**src/rtl/hbridge_dir_guard_if.sv**
```systemverilog
// Command and pin bundle between the PWM generator side and the H-bridge direction guard.
// The master drives the commands and reads back the pins and telemetry; the guard is the slave.
interface hbridge_dir_guard_if #(
   parameter int CNT_W = 16
);
   logic             pwm_in;
   logic             dir_in;
   logic             enable_in;
   logic             kill_in;
   logic             clear_in;
   logic             rpwm;
   logic             lpwm;
   logic             r_en;
   logic             l_en;
   logic             fault_out;
   logic [2:0]       state_out;
   logic [CNT_W-1:0] rev_count;

   modport master (
      output pwm_in, dir_in, enable_in, kill_in, clear_in,
      input  rpwm, lpwm, r_en, l_en, fault_out, state_out, rev_count
   );

   modport slave (
      input  pwm_in, dir_in, enable_in, kill_in, clear_in,
      output rpwm, lpwm, r_en, l_en, fault_out, state_out, rev_count
   );
endinterface

```
**src/rtl/hbridge_dir_guard.sv**
```systemverilog
// H-bridge output stage: steers single-ended PWM onto the R/L legs with dead time on
// start-up and every reversal, plus enable gating, latched kill and a reversal counter.
module hbridge_dir_guard #(
   parameter int CLK_HZ       = 100_000_000,
   parameter int DEADTIME_CYC = 2000,
   parameter int CNT_W        = 16
) (
   input  logic               aclk,
   input  logic               rst_n,
   hbridge_dir_guard_if.slave bus
);

   typedef enum logic [2:0] {
      IDLE  = 3'd0,
      DEAD  = 3'd1,
      RUN_R = 3'd2,
      RUN_L = 3'd3,
      FAULT = 3'd4
   } state_t;

   localparam logic [15:0] DEAD_LOAD = 16'(DEADTIME_CYC - 1);

   state_t           state;
   state_t           next_state;
   logic [15:0]      dead_cnt;
   logic             load_dead;
   logic             rev_inc;
   logic [CNT_W-1:0] rev_q;
   logic             rpwm_d;
   logic             lpwm_d;
   logic             en_d;
   logic             fault_d;
   logic             rpwm_q;
   logic             lpwm_q;
   logic             r_en_q;
   logic             l_en_q;
   logic             fault_q;

   always_ff @(posedge aclk or negedge rst_n) begin
      if (!rst_n) begin
         state <= IDLE;
      end else begin
         state <= next_state;
      end
   end

   // Kill outranks everything, then enable, then reversal detection, then dead-time expiry.
   always_comb begin
      next_state = state;
      load_dead  = 1'b0;
      rev_inc    = 1'b0;
      if (bus.kill_in) begin
         next_state = FAULT;
      end else if (state != FAULT && !bus.enable_in) begin
         next_state = IDLE;
      end else begin
         case (state)
            IDLE: begin
               next_state = DEAD;
               load_dead  = 1'b1;
            end
            DEAD: begin
               if (dead_cnt == 16'd0) begin
                  next_state = bus.dir_in ? RUN_R : RUN_L;
               end
            end
            RUN_R: begin
               if (!bus.dir_in) begin
                  next_state = DEAD;
                  load_dead  = 1'b1;
                  rev_inc    = 1'b1;
               end
            end
            RUN_L: begin
               if (bus.dir_in) begin
                  next_state = DEAD;
                  load_dead  = 1'b1;
                  rev_inc    = 1'b1;
               end
            end
            FAULT: begin
               if (bus.clear_in) begin
                  next_state = IDLE;
               end
            end
            default: next_state = IDLE;
         endcase
      end
   end

   always_comb begin
      rpwm_d  = (next_state == RUN_R) & bus.pwm_in;
      lpwm_d  = (next_state == RUN_L) & bus.pwm_in;
      en_d    = (next_state == DEAD) || (next_state == RUN_R) || (next_state == RUN_L);
      fault_d = (next_state == FAULT);
   end

   // Pins are registered from next_state so a kill or reversal clears the old leg on the same edge.
   always_ff @(posedge aclk or negedge rst_n) begin
      if (!rst_n) begin
         rpwm_q  <= 1'b0;
         lpwm_q  <= 1'b0;
         r_en_q  <= 1'b0;
         l_en_q  <= 1'b0;
         fault_q <= 1'b0;
      end else begin
         rpwm_q  <= rpwm_d;
         lpwm_q  <= lpwm_d;
         r_en_q  <= en_d;
         l_en_q  <= en_d;
         fault_q <= fault_d;
      end
   end

   // Dead counter only reloads on entry, so dir toggles inside DEAD cannot stretch it.
   always_ff @(posedge aclk or negedge rst_n) begin
      if (!rst_n) begin
         dead_cnt <= 16'd0;
      end else if (load_dead) begin
         dead_cnt <= DEAD_LOAD;
      end else if (state == DEAD && next_state == DEAD && dead_cnt != 16'd0) begin
         dead_cnt <= dead_cnt - 16'd1;
      end else if (next_state != DEAD) begin
         dead_cnt <= 16'd0;
      end
   end

   always_ff @(posedge aclk or negedge rst_n) begin
      if (!rst_n) begin
         rev_q <= '0;
      end else if (rev_inc && rev_q != {CNT_W{1'b1}}) begin
         rev_q <= rev_q + 1'b1;
      end
   end

   assign bus.rpwm      = rpwm_q;
   assign bus.lpwm      = lpwm_q;
   assign bus.r_en      = r_en_q;
   assign bus.l_en      = l_en_q;
   assign bus.fault_out = fault_q;
   assign bus.state_out = state;
   assign bus.rev_count = rev_q;

endmodule

```
**src/flat_wrapper.sv**
```systemverilog
// flat-port wrapper written by rule: the top's interface ports become plain ports
module hbridge_dir_guard_flat 
#(
   parameter int CLK_HZ       = 100_000_000,
   parameter int DEADTIME_CYC = 2000,
   parameter int CNT_W        = 16
)
  (aclk, rst_n, bus_pwm_in, bus_dir_in, bus_enable_in, bus_kill_in, bus_clear_in, bus_rpwm, bus_lpwm, bus_r_en, bus_l_en, bus_fault_out, bus_state_out, bus_rev_count);
  hbridge_dir_guard_if #(.CNT_W(CNT_W)) bus_i ();
  input  logic aclk;
  input  logic rst_n;
  input wire logic [$bits(bus_i.pwm_in)-1:0] bus_pwm_in;
  input wire logic [$bits(bus_i.dir_in)-1:0] bus_dir_in;
  input wire logic [$bits(bus_i.enable_in)-1:0] bus_enable_in;
  input wire logic [$bits(bus_i.kill_in)-1:0] bus_kill_in;
  input wire logic [$bits(bus_i.clear_in)-1:0] bus_clear_in;
  output wire logic [$bits(bus_i.rpwm)-1:0] bus_rpwm;
  output wire logic [$bits(bus_i.lpwm)-1:0] bus_lpwm;
  output wire logic [$bits(bus_i.r_en)-1:0] bus_r_en;
  output wire logic [$bits(bus_i.l_en)-1:0] bus_l_en;
  output wire logic [$bits(bus_i.fault_out)-1:0] bus_fault_out;
  output wire logic [$bits(bus_i.state_out)-1:0] bus_state_out;
  output wire logic [$bits(bus_i.rev_count)-1:0] bus_rev_count;
  assign bus_i.pwm_in = bus_pwm_in;
  assign bus_i.dir_in = bus_dir_in;
  assign bus_i.enable_in = bus_enable_in;
  assign bus_i.kill_in = bus_kill_in;
  assign bus_i.clear_in = bus_clear_in;
  assign bus_rpwm = bus_i.rpwm;
  assign bus_lpwm = bus_i.lpwm;
  assign bus_r_en = bus_i.r_en;
  assign bus_l_en = bus_i.l_en;
  assign bus_fault_out = bus_i.fault_out;
  assign bus_state_out = bus_i.state_out;
  assign bus_rev_count = bus_i.rev_count;
  hbridge_dir_guard #(.CLK_HZ(CLK_HZ), .DEADTIME_CYC(DEADTIME_CYC), .CNT_W(CNT_W)) u_core (.aclk(aclk), .rst_n(rst_n), .bus(bus_i));
endmodule
```
**config.mk**
```make
export PLATFORM = sky130hd
export DESIGN_NAME = hbridge_dir_guard_flat
export DESIGN_NICKNAME = d
export VERILOG_FILES = /design/src/rtl/hbridge_dir_guard_if.sv /design/src/rtl/hbridge_dir_guard.sv /design/src/flat_wrapper.sv
export SDC_FILE = /design/constraint.sdc
export NUM_CORES = 1
export LEC_CHECK = 0
export CAP_MARGIN = 20
export CORE_AREA = 2 2 66 74
export CTS_BUF_LIST = sky130_fd_sc_hd__clkbuf_8 sky130_fd_sc_hd__clkbuf_16
export DETAILED_ROUTE_END_ITERATION = 10
export DIE_AREA = 0 0 68 76
export PLACE_DENSITY = 0.78
export SYNTH_ARGS = -nofsm -noshare
export SYNTH_HDL_FRONTEND = slang
export SYNTH_SLANG_ARGS = --single-unit
```
**constraint.sdc**
```tcl
create_clock -name aclk -period 3.15 [get_ports aclk]
set_input_delay 0.315 -clock aclk [delete_from_list [all_inputs] [get_ports aclk]]
set_output_delay 0.315 -clock aclk [all_outputs]
set_load 0.1 [all_outputs]
```
-- After elaboration in Yosys (flattened, before gate mapping)
Index checks and enable logic that the tools add are counted.
- $add $sub $neg: 2
- reduce and logical (&&, ||, !) cells: 11
- $lt $le $gt $ge: 0
- muxes and demuxes: 19
- shifts and indexed selects: 0
- equality and inequality tests: 11
- bitwise gates (word level): 2
- divide/modulo/power cells: 0
- $mul: 0
- operators by type and width (cell ; number):
    2-to-1 mux 16 bit ; 3
    2-to-1 mux 3 bit ; 6
    adder 16 x 1 -> 16 bit (second input constant) ; 1
    logical NOT 16 bit ; 1
    != test 16 bit (second input constant) ; 1
    nonzero test 16 bit ; 1
    subtractor 16 x 1 -> 16 bit (second input constant) ; 1
    one-hot mux 3 bit (5 select lines) ; 1
    equality test 3 x 2 -> 1 bit (second input constant) ; 4
    2-to-1 mux 1 bit ; 7
    equality test 3 x 1 -> 1 bit (second input constant) ; 2
    equality test 3 bit (second input constant) ; 2
    logical AND 1 bit ; 4
    logical NOT 3 bit ; 1
    != test 3 x 1 -> 1 bit (second input constant) ; 1
    != test 3 bit (second input constant) ; 1
    one-hot mux 1 bit (3 select lines) ; 1
    nonzero test 3 bit ; 1
    AND 1 bit ; 2
    logical OR 1 bit ; 2
    one-hot mux 1 bit (2 select lines) ; 1
    logical NOT 1 bit ; 1
- logic and storage cells: 52
- memories: 0
- memory bits (writable): 0
- bits of input ports: 7
- flip-flop bits (word level): 39
- bits in read-only memories: 0
- bits in latches: 0

-- Depth between registers and ports, before layout
- word-level depth: 10
- gate-level depth with buffers: 8

-- Worst setup path before layout
Ideal clock, no wire load.
- path kind: reg-to-reg
- start: reg u_core.rev_q[12] (netlist: u_core.bus.rev_count[12])
- end: reg u_core.rev_q[11] (netlist: u_core.bus.rev_count[11])
- library setup time: 0.158 ns
- path slack: 0.898 ns
- path buffers: 0
- stages on the path, launching flop included: 6
- clock period less this slack: 2.252 ns
- data required time: 2.992 ns
- arrival time: 2.094 ns
- cells stage by stage: dfrtp_1 nand4_1 or2_1 o311a_1 nand4_1 xnor2_1
- cells in the longest elaborated chain, start to end: 2
- ends and longest elaborated chain (what ; line ; text):
    start, declared ; hbridge_dir_guard.sv:28 ; logic [CNT_W-1:0] rev_q;
    start signal, assigned ; hbridge_dir_guard.sv:132 ; rev_q <= rev_q + 1'b1;
    != test 16 bit ; hbridge_dir_guard.sv:131 ; end else if (rev_inc && rev_q != {CNT_W{1'b1}}) begin
    logical AND 1 bit ; hbridge_dir_guard.sv:131 ;
Every way passes these cells.
A chain may end at the register's enable or synchronous reset.

-- Final worst setup path
- start: reg u_core.rev_q[2] (netlist: u_core.bus.rev_count[2])
- end: out bus_rev_count[2]
- RTL lines (what ; line ; text):
    end, declared ; flat_wrapper.sv:23 ; output wire logic [$bits(bus_i.rev_count)-1:0] bus_rev_count;
No word-level cell between the ends.

==> metrics.md <==
| Metric | Value |
|---|---|
| Post-synthesis register bit count | `39` |
| Die Area | `between 5000 and 6000 µm²` |
| Hold Fails Final Rpt | `0` |
| Total internal power | `839.9 µW` |
| Total track usage | `16.24%` |
| Routability Congestion | `0.7906` |
| Router iterations before antenna repair | `4` |
| Inserted Clock Buffers | `5` |
| Initial antenna violation count | `0` |
| Setup Viol. Count Final | `0` |
| Crit. End Element | `output pin` |
| Gr ovfl total | `0` |
| Worst VDD drop | `0.3178 mV` |
| Core ar. | `between 4000 and 5000 µm²` |
| Period utilization | `between 70 and 80%` |
| Initial DRC Count | `74` |
| DR top layer | `met4` |
| HPWL after DPL | `approximately 2.7 mm` |
| Slew Viols, Final | `0` |
| Syn Area/Cell | `approximately 10 µm²` |
| PD cells | `484.0 nW/µm²` |
| Post-synthesis sequential area ratio | `50.72%` |
| # port buffers | `30` |
| Crit path from | `u_core.bus.rev_count[2]` |
| Worst Max-Slew Pin Slew | `0.9735 ns` |
| Cell count after synthesis | `about 180` |
| Post-cts sizing count | `0` |
| Switching pwr | `between 300 and 400 µW` |
| CP cell instances | `clkdlybuf4s50_1` |
| Starting density of the core | `42.87%` |
| P_leak | `0.001048 µW` |
| Die Wd | `slightly below 70 µm` |
| First-pass GRT wire length | `6.410 mm` |
| Worst setup path category | `register to output pin` |
| Setup TNS | `0 ns` |
| Max Fclk | `441.6 MHz` |
| Diodes inserted | `0` |
| Worst Path Arrival | `roughly 2 ns` |
| CTS Sinks | `39` |
| Crit-path max FO | `6` |
| Critical path's top delay family | `buffers and inverters` |
| Max-Cap Viols | `0` |
| Slowest stage delay, CP | `1.18 ns` |
| Critical path startpoint category | `register` |
| Logic pwr share | `~16%` |
| Final core utilization | `53.04%` |
| Tmin final | `between 2 and 2.5 ns` |
| CTS root buffer | `clkbuf_8` |
| Clk pwr share | `38.0%` |
| Top cell type's share of synthesized area | `50.72%` |
| Status | `complete, no violations` |
| Total number of vias | `1486` |
| Met2 routed WL | `roughly 1.9 mm` |
| Clock skew | `0.008479 ns` |
| Die Y | `76 µm` |
| Synth area leaders | `dfrtp_1 (51%), xnor2_1 (6.8%), xor2_1 (5.0%)` |
| CTS Buffer Depth | `2` |
| Antenna viol nets, final | `0` |
| Later-pin clock latency in the skew report | `0.30 ns` |
| FP Rows | `26` |
| Drt drc | `0` |
| Commonest cells after routing, fill and taps aside | `dfrtp_1 (39), clkdlybuf4s50_1 (28), nor2_1 (21)` |
| YS warnings | `0` |
| Post-route cell area | `about 2400 µm²` |
| Netlist cell types | `44` |
| Critical path's slowest cell | `clkdlybuf4s50_1` |
| Pin count of the biggest net entering global routing | `40` |
| Syn-to-layout area delta | `23.73%` |
| Wire per inst | `13.66 µm` |
| Wire length on met1 | `1.653 mm` |
| Ys async rst share | `100.0%` |
| Via/cell ratio | `5.404` |
| Max_slew headroom | `between 30% and 40%` |
| Post-synth EDFFs | `0` |
| Synth Net Count | `193` |
| Boundary Pins | `31` |
| H-tree depth | `2` |
| Switching share of power | `a little over a quarter` |
| Total Nets Final | `~230` |
| Crit path buf inv count | `1` |
| Commonest non-fill, non-tap cell in the layout | `dfrtp_1` |
| Critical Path RT | `2.83 ns` |
| Synthesized area | `1924 µm²` |
| CTS Hold Bufs | `0` |
| RSZ-0062 raised after global routing | `no` |
| Hold Worst Slack | `around 0.12 ns` |
| CTS tree | `built` |
| HP Class | `input port to asynchronous set/reset pin` |
| Placed cell area | `2263 µm²` |
| Metal3 WL | `about 160 µm` |
| Share of cells above drive strength 1 | `9.132%` |
| FF-to-FF Start | `u_core.dead_cnt[0]` |
| Flop pwr share | `45.9%` |
| Post-CTS Setup Repair Bufs | `0` |
| Register clock-pin slew on the reported worst setup and hold paths | `0.08 ns` |
| Synth area leader | `dfrtp_1` |
| Vias in the first global route | `between 1k and 1.5k` |
| Final WL | `3.756 mm` |
| Dominant synthesized flop cell | `dfrtp_1` |
-- state kept, by name, summed over array words and instances (netlist names) --
name	count
u_core.bus.state_out	3
u_core.bus.r_en	1
u_core.bus.fault_out	1
u_core.dead_cnt	16
u_core.bus.rpwm	1
u_core.bus.lpwm	1
u_core.bus.rev_count	16
-- per-stage QoR --
stage,power (µW),std cells,setup slack (ns)
global placement,721.3,267,1.087
CTS,1163,275,0.8688
floorplan,680.3,184,0.8975
finish,1152,275,0.8855
detailed placement,724.2,267,1.011
global route,1204,275,0.8183
-- synthesized netlist by cell type (2+ instances only) --
master and instances:
dfrtp_1 39, nor2_1 21, xnor2_1 15, nand3_1 13, nand2_1 12, xor2_1 11, a21oi_1 10, nor3_1 7
nand2b_1 5, nand4_1 5, and3_1 3, inv_1 3, nor4_1 3, a211oi_1 2, a31oi_1 2, ha_1 2
mux2_2 2, nor3b_1 2, o21bai_1 2
-- kinds of logic after synthesis --
kind of cell	share of synthesized area (%)
AND/OR/NAND/NOR	23.80
adder cells (fa/ha/maj)	1.300
buffers and inverters	1.820
AO/OA/AOI/OAI	9.363
flip-flops	50.72
XOR/XNOR	11.83
multiplexers	1.170
-- metal layers --
metal / vias to the layer above / global-route usage (%)
met3: 5 / 5.022
met5: - / 0
met2: 35 / 24.47
met4: 0 / 7.000
met1: 730 / 21.22
li1: 716 / -
-- worst reg2reg max path, cell delays in order, from the launching register on --
cell      delay, ns
dfrtp_1        0.41
inv_1          0.08
ha_1           0.18
nor3b_2        0.34
nand4_1        0.22
and2_4         0.27
o211ai_2       0.31
a21oi_1        0.08
-- power by group through the flow --
| stage | sequential [µW] | combinational [µW] | clock (µW) |
|---|---|---|---|
| floorplan | 564 | 116 | 0 |
| global placement | 538 | 183 | 0 |
| detailed placement | 539 | 186 | 0 |
| CTS | 529 | 187 | 447 |
| global route | 532 | 205 | 467 |
| finish | 529 | 185 | 438 |
-- cell type report --
cell class,count,area [µm²]
multi-input combinational,139,913.4
fill,404,2108
timing repair buffer,30,292.8
sequential,39,975.9
tap,56,70.07
inverter,3,11.26
clock inverter,2,35.03
clock buffer,6,82.58
-- path summary, 6_finish.rpt --
path / slack [ns] / endpoint / cells past startpoint
setup / recovery: 0.89 / bus_rev_count[2] / 1
min in group aclk: 0.51 / u_core.bus.rev_count[8] / 1
max in group asynchronous: 2.48 / u_core.bus.state_out[1] / 1
hold / removal: 0.12 / u_core.bus.rev_count[14] / 1
setup reg to reg: 1.14 / u_core.dead_cnt[2] / 7
hold reg to reg: 0.51 / u_core.bus.rev_count[8] / 1
Note: power is estimated with default switching activity, not from simulation.
